$ cat src/rtl/riscv_ctrl_pkg.sv
// Shared definitions for the RV32 R-type control FSM: state encoding,
// opcode constant, ALU operation codes and result-mux select values.
package riscv_ctrl_pkg;

  typedef enum logic [2:0] {
    IDLE    = 3'd0,
    FETCH   = 3'd1,
    DECODE  = 3'd2,
    EXEC    = 3'd3,
    MULWAIT = 3'd4,
    WB      = 3'd5,
    TRAP    = 3'd6
  } state_t;

  localparam logic [6:0] OPC_RTYPE = 7'b0110011;

  // ALU operation codes, laid out as {instr[30], func3}
  localparam logic [3:0] ALU_ADD  = 4'b0000;
  localparam logic [3:0] ALU_SUB  = 4'b1000;
  localparam logic [3:0] ALU_SLL  = 4'b0001;
  localparam logic [3:0] ALU_SLT  = 4'b0010;
  localparam logic [3:0] ALU_SLTU = 4'b0011;
  localparam logic [3:0] ALU_XOR  = 4'b0100;
  localparam logic [3:0] ALU_SRL  = 4'b0101;
  localparam logic [3:0] ALU_SRA  = 4'b1101;
  localparam logic [3:0] ALU_OR   = 4'b0110;
  localparam logic [3:0] ALU_AND  = 4'b0111;

  // ifuresmux select values
  localparam int IFURES_ALU = 0;
  localparam int IFURES_MU  = 1;

endpackage

$ cat src/rtl/rtype_decoder.sv
// Combinational R-type decoder: classifies the instruction fields into
// ALU-class, MUL-class or illegal and produces the unit operation codes.
// Build option: define RV32M_EN to decode the multiply group (func7b50=01);
// without it that group is reported illegal and mulctl stays 0.
module rtype_decoder
  import riscv_ctrl_pkg::*;
(
  input  logic [6:0] opcode,
  input  logic [2:0] func3,
  input  logic [1:0] func7b50,
  output logic       alu_class,
  output logic       mul_class,
  output logic       illegal,
  output logic [3:0] aluctl,
  output logic [1:0] mulctl
);

  // Classify the fields; anything not positively recognised is illegal
  always_comb begin
    alu_class = 1'b0;
    mul_class = 1'b0;
    aluctl    = ALU_ADD;
    mulctl    = 2'b00;
    if (opcode == OPC_RTYPE) begin
      case (func7b50)
        2'b00: alu_class = 1'b1;
        // only SUB and SRA use instr[30]
        2'b10: alu_class = (func3 == 3'b000) || (func3 == 3'b101);
`ifdef RV32M_EN
        // func3[2]=1 is the divide group, which has no unit yet
        2'b01: mul_class = ~func3[2];
`endif
        default: ;
      endcase
    end
    if (alu_class) aluctl = {func7b50[1], func3};
    if (mul_class) mulctl = func3[1:0];
    illegal = ~(alu_class | mul_class);
  end

endmodule

$ cat src/rtl/ctrl_fsm.sv
// Multi-cycle control FSM for RV32 R-type instructions:
// IDLE -> FETCH -> DECODE -> EXEC/MULWAIT -> WB, with TRAP on illegal decode.
// Outputs are Moore, decoded from state plus the fields captured in DECODE.
// Build option: RV32M_EN enables the multiply path (MULWAIT, mulctl, ifuresctl=1).
module ctrl_fsm
  import riscv_ctrl_pkg::*;
#(
  parameter int pcmux_N     = 2,
  parameter int ifuresctl_N = 2,
  parameter int MUL_LAT     = 2
)
(
  input  logic                           clk,
  input  logic                           rst,
  input  logic                           run,
  input  logic [6:0]                     opcode,
  input  logic [2:0]                     func3,
  input  logic [1:0]                     func7b50,
  output logic [$clog2(pcmux_N)-1:0]     pcmuxctl,
  output logic                           pcnextctl,
  output logic                           instrre,
  output logic                           regre,
  output logic                           regwe,
  output logic [3:0]                     aluctl,
  output logic [1:0]                     mulctl,
  output logic [$clog2(ifuresctl_N)-1:0] ifuresctl,
  output logic                           retire,
  output logic                           illegal
);

  localparam int IW = $clog2(ifuresctl_N);

  state_t     state_reg, state_next;
  logic [6:0] opcode_reg;
  logic [2:0] func3_reg;
  logic [1:0] func7b50_reg;
  logic [3:0] count_reg;
  logic       illegal_reg;

  logic [6:0] dec_opcode;
  logic [2:0] dec_func3;
  logic [1:0] dec_func7b50;
  logic       dec_alu, dec_mul, dec_illegal;
  logic [3:0] dec_aluctl;
  logic [1:0] dec_mulctl;

  // In DECODE the live fields steer the branch; afterwards the captured
  // copy keeps the operation codes stable while the datapath input moves on.
  assign dec_opcode   = (state_reg == DECODE) ? opcode   : opcode_reg;
  assign dec_func3    = (state_reg == DECODE) ? func3    : func3_reg;
  assign dec_func7b50 = (state_reg == DECODE) ? func7b50 : func7b50_reg;

  rtype_decoder u_dec (
    .opcode    (dec_opcode),
    .func3     (dec_func3),
    .func7b50  (dec_func7b50),
    .alu_class (dec_alu),
    .mul_class (dec_mul),
    .illegal   (dec_illegal),
    .aluctl    (dec_aluctl),
    .mulctl    (dec_mulctl)
  );

  // State register, field capture, multiply latency counter and sticky illegal flag
  always_ff @(posedge clk) begin
    if (rst) begin
      state_reg    <= IDLE;
      opcode_reg   <= '0;
      func3_reg    <= '0;
      func7b50_reg <= '0;
      count_reg    <= '0;
      illegal_reg  <= 1'b0;
    end else begin
      state_reg <= state_next;
      if (state_reg == DECODE) begin
        opcode_reg   <= opcode;
        func3_reg    <= func3;
        func7b50_reg <= func7b50;
        // counting down to 0 keeps MULWAIT exactly MUL_LAT cycles
        count_reg    <= 4'(MUL_LAT - 1);
        if (dec_illegal) illegal_reg <= 1'b1;
      end else if ((state_reg == MULWAIT) && (count_reg != 4'd0)) begin
        count_reg <= count_reg - 4'd1;
      end
    end
  end

  // Next-state logic; run only matters in IDLE and WB
  always_comb begin
    state_next = state_reg;
    case (state_reg)
      IDLE:    if (run) state_next = FETCH;
      FETCH:   state_next = DECODE;
      DECODE:  state_next = dec_alu ? EXEC : (dec_mul ? MULWAIT : TRAP);
      EXEC:    state_next = WB;
      MULWAIT: if (count_reg == 4'd0) state_next = WB;
      WB:      state_next = run ? FETCH : IDLE;
      TRAP:    state_next = TRAP;
      default: state_next = IDLE;
    endcase
  end

  // Moore output decode; operation codes are only driven after DECODE
  always_comb begin
    pcmuxctl  = '0;
    pcnextctl = 1'b0;
    instrre   = 1'b0;
    regre     = 1'b0;
    regwe     = 1'b0;
    aluctl    = 4'b0000;
    mulctl    = 2'b00;
    ifuresctl = IW'(IFURES_ALU);
    retire    = 1'b0;
    illegal   = illegal_reg;
    case (state_reg)
      FETCH:   instrre = 1'b1;
      DECODE:  regre   = 1'b1;
      EXEC:    aluctl  = dec_aluctl;
      MULWAIT: begin
        mulctl    = dec_mulctl;
        ifuresctl = IW'(IFURES_MU);
      end
      WB: begin
        regwe     = 1'b1;
        pcnextctl = 1'b1;
        retire    = 1'b1;
        aluctl    = dec_aluctl;
        mulctl    = dec_mulctl;
        ifuresctl = dec_mul ? IW'(IFURES_MU) : IW'(IFURES_ALU);
      end
      default: ;
    endcase
  end

endmodule
$ cat config.mk
export PLATFORM = sky130hd
export DESIGN_NAME = ctrl_fsm
export DESIGN_NICKNAME = d
export VERILOG_FILES = /design/src/rtl/riscv_ctrl_pkg.sv /design/src/rtl/rtype_decoder.sv /design/src/rtl/ctrl_fsm.sv
export SDC_FILE = /design/constraint.sdc
export NUM_CORES = 1
export LEC_CHECK = 0
export BUFFER_PORTS_ARGS = -buffer_cell sky130_fd_sc_hd__buf_4
export CAP_MARGIN = 10
export CORE_MARGIN = 2
export CORE_UTILIZATION = 28
export CTS_BUF_LIST = sky130_fd_sc_hd__clkbuf_4
export DETAILED_ROUTE_END_ITERATION = 7
export SYNTH_ARGS = -nofsm -noshare
export SYNTH_HDL_FRONTEND = slang
export SYNTH_SLANG_ARGS = --single-unit
$ cat constraint.sdc
create_clock -name clk -period 4.9 [get_ports clk]
set_input_delay 0.98 -clock clk [delete_from_list [all_inputs] [get_ports clk]]
set_output_delay 0.98 -clock clk [all_outputs]
set_load 0.02 [all_outputs]
Yosys cells after proc, flatten, opt, wreduce, memory -nomap -nowiden
Index checks and enable logic that the tools add are counted.

Divide/modulo/power cells: 0. Order comparisons: 0. Shift operators: 0. Add/sub/neg operators: 1. Eq/ne operators: 11. Bitwise operators: 1. Reductions and logical operators: 12. Muxes and demuxes: 18. Multipliers: 0.

Operator list (count): 3-bit case mux with 7 select lines (1); 3-bit == test, second input constant (4); 3-bit 2-to-1 mux (4); 1-bit 2-to-1 mux (8); 4-bit 2-to-1 mux (2); 7-bit by 6-bit == test with 1-bit output, second input constant (1); 7-bit 2-to-1 mux (1); 3-bit by 2-bit == test with 1-bit output, second input constant (2); 3-bit logical NOT (2); 4-bit logical NOT (1); 2-bit AND reduction (2); 4-bit nonzero test (1); 2-bit OR reduction (2); 4-bit by 1-bit subtractor with 4-bit output, second input constant (1); 3-bit by 1-bit == test with 1-bit output, second input constant (1); 2-bit == test, second input constant (1); 2-bit logical NOT (1); 2-bit 2-to-1 mux (1); 2-bit by 1-bit != test with 1-bit output, second input constant (1); 2-bit != test, second input constant (1); 1-bit case mux with 2 select lines (1); 2-bit nonzero test (1); 1-bit logical AND (1); 1-bit logical OR (1); 1-bit NOT (1).

Output and inout port bits: 14. Memory bits (writable): 0. Bits in latches: 0. Bits in read-only memories: 0. Register bits: 20. Memories kept: 0.

Longest topological paths before layout
Gate-level depths: netlist of the first run.

Word-level depth: 8. Mapped depth: 7.

Hierarchy
Synthesis of the first run repeated with hierarchy kept, for this count alone.

Cells, all modules: 127. Area, all modules: 1153.6 µm².

Modules (own cells, without submodules): ctrl_fsm (area each 1027.2 µm², cells an instance 107, instances 1); rtype_decoder (area each 126.4 µm², cells an instance 20, instances 1).

Worst setup path after synthesis of the first run
Ideal clock, no wire load.

Path kind: input to output. Start point: input opcode[2]. End point: output aluctl[1]. Stages on the path: 3. Path buffers: 0. Path slack: 1.383 ns. Arrival: 2.537 ns. Cell sequence: nor4bb_1 -> nand3_2 -> a2111oi_0.

Cells in the longest elaborated chain, start to end: 5.

Ends and longest elaborated chain: start, declared (RTL line ctrl_fsm.sv:16) `input logic [6:0] opcode,`; 7-bit 2-to-1 mux; 7-bit by 6-bit == test with 1-bit output (RTL line rtype_decoder.sv:24) `if (opcode == OPC_RTYPE) begin`; 1-bit 2-to-1 mux (RTL line rtype_decoder.sv:24); 4-bit 2-to-1 mux (RTL line rtype_decoder.sv:36) `if (alu_class) aluctl = {func7b50[1], func3};`; 4-bit 2-to-1 mux (RTL line ctrl_fsm.sv:115) `case (state_reg)`; end, declared (RTL line ctrl_fsm.sv:24) `output logic [3:0] aluctl,`.

Every way passes these cells.

Final worst setup path of the first run
Start point: register state_reg[2]. End point: output aluctl[3].

Cells in the longest elaborated chain, start to end: 8. Elaborated cells on any way between the ends: 17. Classes of those cells: eq/ne (6); mux (7); reduce/logical (4).

Ends and longest elaborated chain: start, declared (RTL line ctrl_fsm.sv:33) `state_t state_reg, state_next;`; start signal, assigned (RTL line ctrl_fsm.sv:74) `state_reg <= state_next;`; 3-bit by 2-bit == test with 1-bit output (RTL line ctrl_fsm.sv:49, ctrl_fsm.sv:50, ctrl_fsm.sv:51); 3-bit 2-to-1 mux (RTL line ctrl_fsm.sv:50) `assign dec_func3 = (state_reg == DECODE) ? func3 : func3_reg;`; 3-bit == test / 3-bit logical NOT (equally long branches) (RTL line rtype_decoder.sv:28) `2'b10: alu_class = (func3 == 3'b000) || (func3 == 3'b101);`; 1-bit logical OR (RTL line rtype_decoder.sv:28); 1-bit case mux with 2 select lines (RTL line rtype_decoder.sv:25) `case (func7b50)`; 1-bit 2-to-1 mux (RTL line rtype_decoder.sv:24); 4-bit 2-to-1 mux (RTL line rtype_decoder.sv:36); 4-bit 2-to-1 mux (*) (RTL line ctrl_fsm.sv:115).

Mark *: on every way between the ends. The rest lies on a longest branch, timed or not.

==> impl_results.md, run 1 <==
* Routed Wire Length at approximately 2200 um
* Fin area at approximately 1200 sq um
* Wire length of the first global-routing pass at 3750 um
* Crit path to: aluctl[3]
* Longest Clk Path Bufs at 2
* Drt first-iter violations at 16
* Sequential area share after synthesis at 39.3%
* Final global-route overflow total at 0
* Data arrival time at the worst-slack endpoint at roughly 2.7 ns
* Setup clock skew after layout at about 0.011 ns
* Min-Delay Path Depth at 2
* Minimum setup slack after placement at 1.48 ns
* Non-filler cells in the finished layout at between 150 and 200
* Post-route clock period utilization at ~74%
* Combinational share of power at between 20% and 30%
* Top achievable clock speed at 0.275 GHz
* Final TNS setup at 0 ns
* Vias per inst at between 4 and 5
* Number of nets in the finished design at 159
* Final Wtd Congestion at between 0.7 and 0.8
* Post-CTS Setup Bufs at 0
* Worst slew pin tran at 0.546 ns
* Starting density of the core at ~30%
* Setup-failing EPs final at 0
* Area share of the leading cell type in the synthesized netlist at about two fifths
* Post-detailed-route DRC marker count at 0
* Inserted Clock Buffers at 3
* Half-perimeter wire length after detailed placement at approximately 1700 um
* Share of final-layout standard cells stronger than drive strength 1 at between 20% and 30%
* Layout-stage area growth over the synthesis result at 22.3%
* Flip-flop and latch count after synthesis at 20
* Number of warning messages in the yosys log at 0
* Startpoint type of the worst setup path: flop
* Post-synthesis cell count at between 100 and 150
* Switching power share of the total at around 27%
* Worst setup EP type: primary output
* Count of port buffers added during placement at 25
* Yosys cell types at 37
* Height of the die at between 60 and 70 um
* Cell row count at 21
* Number of flip-flops under the largest register name at 7
* Dominant register cell in the synthesized netlist: sky130_fd_sc_hd__dfxtp_1
* Number of buffers inserted by hold repair at cts at 0
* Largest net degree at the start of global routing at 22
* Sequential fraction of design power at a little under half
* Placeable core area at about 3400 sq um
* Count of nets left with antenna violations after detail routing at 0
* Root buffer cell: sky130_fd_sc_hd__clkbuf_4
* Most frequent standard cell in the layout excluding fill and tap cells: sky130_fd_sc_hd__buf_4
* Clock tree from TritonCTS: built
* Clock network latency to the later pin of the worst-skew pair at 0.30 ns
* Path type of the worst min-delay path: flop to flop
* Top-Level Pins at 29
* Average detailed-routed wire length per instance at between 10 and 15 um
* Largest fanout on the critical path at 18
* GRT Util Overall at 11.3%
* Highest-count cells in the layout ignoring fill and taps: sky130_fd_sc_hd__buf_4, sky130_fd_sc_hd__nand2_1, sky130_fd_sc_hd__dfxtp_1, sky130_fd_sc_hd__a21oi_1
* Standby leakage power at between 0.5 and 0.6 nW
* Share of flip-flops with an asynchronous set or reset at 0%
* Floorplan die area at 4140 sq um
* Count of final max-slew check failures at 0
* Overall via count from detail_route at about 900
* H-tree levels at 1
* Worst Slack Setup Final at between 1 and 1.5 ns
* Launching instance or port of the critical path: state_reg[2]
* Overall power of the completed layout at 405 uW
* Post-placement cell area at 1190 sq um
* Die Width at roughly 64 um
* Destination of the worst register-to-register timing path: illegal
* Synthesized area per cell at a little over 8 sq um
* Register-to-register setup slack at approximately 2.7 ns
* Setup repair after global routing missed its margin: false
* Clk network pwr share at 33.2%
* Number of endpoints with negative hold slack in the final report at 0
* Number of gates resized after cts at 0
* Headroom to the max-slew limit at between 60% and 70%
* Internal at a little under 300 uW
* Cell area after technology mapping at about 1000 sq um
* Time the final worst path needs with I/O delays and setup at 3.64 ns
* Worst Path Class, Setup: flop to primary output
* Diodes inserted at 0
* P_sw at 111 uW
* Reg-to-reg critical path startpoint: state_reg[2]
* Required time of the critical path at slightly below 4 ns
* DR pass1 iterations at 4
* Worst vdd ir at 0.0000910 V
* CTS Sinks at 20
* Via count of the first global-routing pass at ~860
* Top area cells in the synthesized netlist: sky130_fd_sc_hd__dfxtp_1, sky130_fd_sc_hd__nand2_1, sky130_fd_sc_hd__a21oi_1
* Run status: finished, final reports clean
* Cell count after placement at 184
* Number of violations of the max-capacitance limit at 0
* Clock slew at reported path FFs at ~0.11 ns
* Worst Reg2Reg Path Length in Cells at 5
* Number of antenna violations at the first check in global routing at 0
* Largest area contributor in the synthesized netlist: sky130_fd_sc_hd__dfxtp_1
* Number of enable flip-flop cells after synthesis at 0
* PD cells at about 320 nW/um^2
[critical path, cell delays in order, from the launching register on]
cell and delay, ns:
sky130_fd_sc_hd__dfxtp_1 0.51, sky130_fd_sc_hd__or3b_1 0.54, sky130_fd_sc_hd__clkinv_4 0.28, sky130_fd_sc_hd__o211a_1 0.23, sky130_fd_sc_hd__a221o_1 0.34, sky130_fd_sc_hd__nor3_1 0.26
sky130_fd_sc_hd__buf_4 0.19
[per-layer routing]
metal | global-route usage, % | up-vias | wire length (um)
met5 | 0 | - | 0
met4 | 6.12 | 0 | 43
met3 | 1.58 | 4 | 82
met2 | 20.2 | 20 | 1090
met1 | 12.8 | 426 | 988
li1 | - | 452 | -
[power groups by stage]
| stage | combinational, mW | clock (mW) | sequential, mW |
|---|---|---|---|
| finish | 0.0822 | 0.135 | 0.188 |
| global route | 0.0916 | 0.143 | 0.191 |
| CTS | 0.0831 | 0.140 | 0.188 |
| detailed placement | 0.0827 | 0 | 0.192 |
| global placement | 0.0808 | 0 | 0.191 |
| floorplan | 0.0657 | 0 | 0.187 |
[how the worst min path moves through the flow]
stage,start,endpoint
6_report,func3_reg[1],func3_reg[1]
3_3_place_gp,opcode_reg[1],opcode_reg[1]
3_5_place_dp,opcode_reg[1],opcode_reg[1]
2_1_floorplan,opcode_reg[1],opcode_reg[1]
5_1_grt,opcode_reg[5],opcode_reg[5]
4_1_cts,opcode_reg[1],opcode_reg[1]
[per-stage QoR]
stage,util [%],hold WS [ns]
global route,36.5,0.487
detailed placement,35.0,0.445
finish,36.5,0.462
global placement,35.0,0.441
floorplan,-,0.431
CTS,36.5,0.463
[layout make-up]
class                      instances  area, sq um
timing repair buffer              25          188
multi-input combinational         85          514
fill                             358         2170
clock inverter                     1         30.0
inverter                           8         35.0
tap                               46         57.6
clock buffer                       3         22.5
sequential                        20          400
[cells in the mapped netlist (4+ instances only)]
cell type and number:
sky130_fd_sc_hd__buf_4 6, sky130_fd_sc_hd__nand2_1 21, sky130_fd_sc_hd__nor4bb_1 4, sky130_fd_sc_hd__a21oi_1 14, sky130_fd_sc_hd__xnor2_1 4, sky130_fd_sc_hd__inv_1 7, sky130_fd_sc_hd__dfxtp_1 20, sky130_fd_sc_hd__nor2_1 7
sky130_fd_sc_hd__nor3_1 7
[kinds of logic (layout without fill, tap and decap cells)]
logic type,count (synthesis),after routing,synth area share (%)
XOR/XNOR,6,6,5.15
AND/OR/NAND/NOR,47,47,24.1
flip-flops,20,20,39.3
buffers and inverters,20,37,11.0
AO/OA/AOI/OAI,25,25,16.0
other,1,3,0.368
multiplexers,2,2,1.96
adder cells (fa/ha/maj),2,2,2.21
No activity file was read; power rests on OpenSTA's default activity.
==> run 2: changes to the inputs <==
--- a/config.mk
+++ b/config.mk
@@ -5,6 +5,7 @@
 export SDC_FILE = /design/constraint.sdc
 export NUM_CORES = 1
 export LEC_CHECK = 0
+export ABC_AREA = 1
 export BUFFER_PORTS_ARGS = -buffer_cell sky130_fd_sc_hd__buf_4
 export CAP_MARGIN = 10
 export CORE_MARGIN = 2
==> constraint.sdc (replaced) <==
create_clock -name clk -period 3.4 [get_ports clk]
set_input_delay 0.68 -clock clk [delete_from_list [all_inputs] [get_ports clk]]
set_output_delay 0.68 -clock clk [all_outputs]
set_load 0.02 [all_outputs]
==> run 2 against run 1 <==
Net effect: count of clock-buffer cells in the layout is the same; area after synthesis grew 8.3%; clock skew shrank 0.0079 ns; global-route usage grew 0.30 points; die area grew 7.8%; wire length grew 3.0%; first-iteration DRC count grew 63%; hold slack is essentially flat; sequential share of layout area shrank 2.4 points; register-to-register slack lost 1.1 ns; final cell count grew 21%; power grew 130%; largest cell class unchanged; largest power group is now combinational cells; highest routed layer unchanged.
==> impl_results.md, run 2 <==
* Flip-flop and latch count after synthesis at 20 (unchanged)
* Via count of the first global-routing pass at 880 (was 862)
* Average detailed-routed wire length per instance at 9.98 um (was 11.8 um)
* Count of final max-slew check failures at 0 (unchanged)
* Routed Wire Length at 2280 um (was 2210 um)
* Post-route clock period utilization at 84.1%
* Share of final-layout standard cells stronger than drive strength 1 at 27.8% (was 23.2%)
* Root buffer cell: sky130_fd_sc_hd__clkbuf_4 (unchanged)
* Layout fillers at 431 (was 358)
* Time the final worst path needs with I/O delays and setup at about 2.9 ns
* Internal at 560 uW (was 294 uW)
* Top area cells in the synthesized netlist: sky130_fd_sc_hd__dfxtp_1, sky130_fd_sc_hd__nand2_1, sky130_fd_sc_hd__nor2_1 (was sky130_fd_sc_hd__dfxtp_1, sky130_fd_sc_hd__nand2_1, sky130_fd_sc_hd__a21oi_1)
* P_sw at 391 uW (was 111 uW)
* Die Width at 66.8 um (was 64.4 um)
* Post-synth top cells: sky130_fd_sc_hd__nand2_1, sky130_fd_sc_hd__nor2_1, sky130_fd_sc_hd__dfxtp_1 (was sky130_fd_sc_hd__nand2_1, sky130_fd_sc_hd__dfxtp_1, sky130_fd_sc_hd__a21oi_1)
* Minimum setup slack after placement at 0.929 ns (was 1.48 ns)
* Worst Slack Setup Final at 0.541 ns (was 1.26 ns)
* Register-to-register setup slack at 1.64 ns (was 2.74 ns)
* Post-detailed-route DRC marker count at 0 (unchanged)
* Sequential area share after synthesis at 36.2% (was 39.3%)
* Most instantiated library cell after synthesis: sky130_fd_sc_hd__nand2_1 (unchanged)
* GRT met2 Usage at 17.3% (was 20.2%)
* Standby leakage power at 0.634 nW (was 0.508 nW)
* Required time of the critical path at 2.72 ns (was 3.92 ns)
* Busiest metal layer after global routing: met2 (unchanged)
* Synthesized area per cell at 6.99 sq um (was 8.29 sq um)
* Number of endpoints with negative hold slack in the final report at 0 (unchanged)
* Overall via count from detail_route at 973 (was 902)
* Layout-stage area growth over the synthesis result at 22.1% (was 22.3%)
* Number of enable flip-flop cells after synthesis at 0 (unchanged)
* Number of violations of the max-capacitance limit at 0 (unchanged)
* Dominant register cell in the synthesized netlist: sky130_fd_sc_hd__dfxtp_1 (unchanged)
* Switching power share of the total at 41.1% (was 27.4%)
* Cell area after technology mapping at 1100 sq um (was 1020 sq um)
* Post-synthesis cell count at 158 (was 123)
* Run status: finished, final reports clean (unchanged)
* Worst Hold Margin at 0.462 ns (about the same)
* DR pass1 iterations at 4 (unchanged)
* Final global-route overflow total at 0 (unchanged)
* Path type of the worst min-delay path: flop to flop (unchanged)
* Inserted Clock Buffers at 3 (unchanged)
* M1 GR Usage at 15.6% (was 12.8%)
* Number of warning messages in the yosys log at 0 (unchanged)
* Clock slew at reported path FFs at 0.12 ns (was 0.11 ns)
* Highest-count cells in the layout ignoring fill and taps: sky130_fd_sc_hd__nand2_1, sky130_fd_sc_hd__buf_4, sky130_fd_sc_hd__nor2_1, sky130_fd_sc_hd__dfxtp_1, sky130_fd_sc_hd__inv_1 (was sky130_fd_sc_hd__buf_4, sky130_fd_sc_hd__nand2_1, sky130_fd_sc_hd__dfxtp_1, sky130_fd_sc_hd__a21oi_1)
* Vias per inst at 4.27 (was 4.80)
* Area share of the leading cell type in the synthesized netlist at 36.2% (was 39.3%)
* Longest Clk Path Bufs at 2 (unchanged)
* Setup-failing EPs final at 0 (unchanged)
* Post-placement cell area at 1300 sq um (was 1190 sq um)
* Number of nets in the finished design at 197 (was 159)
* Worst slew pin tran at 0.676 ns (was 0.546 ns)
* Final Wtd Congestion at 0.830 (was 0.755)
* GRT Util Overall at 11.6% (was 11.3%)
* Number of buffers inserted by hold repair at cts at 0 (unchanged)
* PD cells at 705 nW/um^2 (was 325 nW/um^2)
* Wire length of the first global-routing pass at 3860 um (was 3750 um)
* H-tree levels at 1 (unchanged)
* Half-perimeter wire length after detailed placement at 1710 um (was 1700 um)
* Cell row count at 22 (was 21)
* Yosys cell types at 30 (was 37)
* Diodes inserted at 0 (unchanged)
* Floorplan die area at 4460 sq um (was 4140 sq um)
* Worst setup EP type: primary output (unchanged)
* Headroom to the max-slew limit at 54.6% (was 62.7%)
* Most frequent standard cell in the layout excluding fill and tap cells: sky130_fd_sc_hd__nand2_1 (was sky130_fd_sc_hd__buf_4)
* Area of the multi-input gates at 563 sq um (was 514 sq um)
* Combinational share of power at 43.6% (was 20.3%)
* Post-CTS Setup Bufs at 0 (unchanged)
* Final TNS setup at 0 ns (unchanged)
* Setup repair after global routing missed its margin: false (unchanged)
* Worst Path Class, Setup: flop to primary output (unchanged)
* Number of flip-flops under the largest register name at 7 (unchanged)
* Placeable core area at 3720 sq um (was 3420 sq um)
* Data arrival time at the worst-slack endpoint at 2.18 ns (was 2.66 ns)
* Count of port buffers added during placement at 25 (unchanged)
* Clock tree from TritonCTS: built (unchanged)
* Starting density of the core at 29.7% (was 29.9%)
* Clk network pwr share at 20.9% (was 33.2%)
* Setup clock skew after layout at 0.00298 ns (was 0.0109 ns)
* Largest fanout on the critical path at 16 (was 18)
* Clock network latency to the later pin of the worst-skew pair at 0.31 ns (was 0.30 ns)
* Height of the die at 66.8 um (was 64.4 um)
* Worst vdd ir at 0.000252 V (was 0.0000910 V)
* Register area at 400 sq um (unchanged)
* Drt first-iter violations at 26 (was 16)
* Largest area contributor in the synthesized netlist: sky130_fd_sc_hd__dfxtp_1 (unchanged)
* Startpoint type of the worst setup path: flop (unchanged)
* CTS Sinks at 20 (unchanged)
* Top-Level Pins at 29 (unchanged)
* Fin area at 1350 sq um (was 1250 sq um)
* Share of flip-flops with an asynchronous set or reset at 0% (unchanged)
* Global Route met3 Usage at 4.39% (was 1.58%)
* Final standard cell utilization of the core at 36.3% (was 36.5%)
* Top achievable clock speed at roughly 0.35 GHz
* Number of gates resized after cts at 0 (unchanged)
* Number of antenna violations at the first check in global routing at 0 (unchanged)
* Sequential fraction of design power at 35.5% (was 46.5%)
* Count of nets left with antenna violations after detail routing at 0 (unchanged)
* Largest net degree at the start of global routing at 19 (was 22)
==> run 2: power by group through the flow <==
stage | Sequential (mW) | Clock, mW | Combinational [mW]
2_1_floorplan | 0.329 | 0 | 0.348
3_3_place_gp | 0.342 | 0 | 0.417
3_5_place_dp | 0.342 | 0 | 0.416
4_1_cts | 0.337 | 0.205 | 0.419
5_1_grt | 0.344 | 0.214 | 0.477
6_report | 0.337 | 0.199 | 0.415
==> run 2: layer usage <==
| layer | vias up | share of wire (%) |
|---|---|---|
| met2 | 23 | 43 |
| met4 | 0 | 0.84 |
| met3 | 2 | 6.8 |
| met5 | - | 0 |
| li1 | 529 | - |
| met1 | 419 | 50 |
==> run 2: logic make-up after synthesis <==
group / after synthesis / share of synthesized area (%)
buffers and inverters: 31 / 13.5
DFF: 20 / 36.2
adders and majority gates: 1 / 1.13
xor gates and xnor gates: 1 / 0.793
AOI/OAI and AO/OA: 18 / 9.51
other: 1 / 0.339
and+or+nand+nor: 86 / 38.5
==> run 2: final timing paths <==
check	from	end	depth (start not counted)
worst max-delay path	state_reg[2]	aluctl[0]	9
worst min-delay path	illegal	illegal	2
worst max register to register	state_reg[2]	state_reg[0]	10
worst min register to register	illegal	illegal	2
==> run 2: layout make-up <==
cell class / count / area share (%)
Tap cell: 48 / 4.45
Inverter: 22 / 6.31
Clock inverter: 1 / 2.23
Timing Repair Buffer: 25 / 13.9
Sequential cell: 20 / 29.7
Multi-Input combinational cell: 109 / 41.7
Clock buffer: 3 / 1.67
==> run 2: critical path, stage by stage, from the launching register on <==
cell	delay, ns
sky130_fd_sc_hd__dfxtp_1	0.46
sky130_fd_sc_hd__inv_4	0.17
sky130_fd_sc_hd__nand3_4	0.20
sky130_fd_sc_hd__or2_1	0.27
sky130_fd_sc_hd__o21ai_0	0.13
sky130_fd_sc_hd__nand2_1	0.11
sky130_fd_sc_hd__nand2_2	0.09
sky130_fd_sc_hd__o211ai_2	0.12
sky130_fd_sc_hd__nor2_1	0.16
sky130_fd_sc_hd__buf_4	0.16
==> run 2: stage by stage <==
stage | instances | total power [mW]
final | 228 | 0.951
after global routing | 228 | 1.03
after CTS | 228 | 0.961
after detailed placement | 224 | 0.759
after global placement | 224 | 0.759
after floorplan | 160 | 0.677
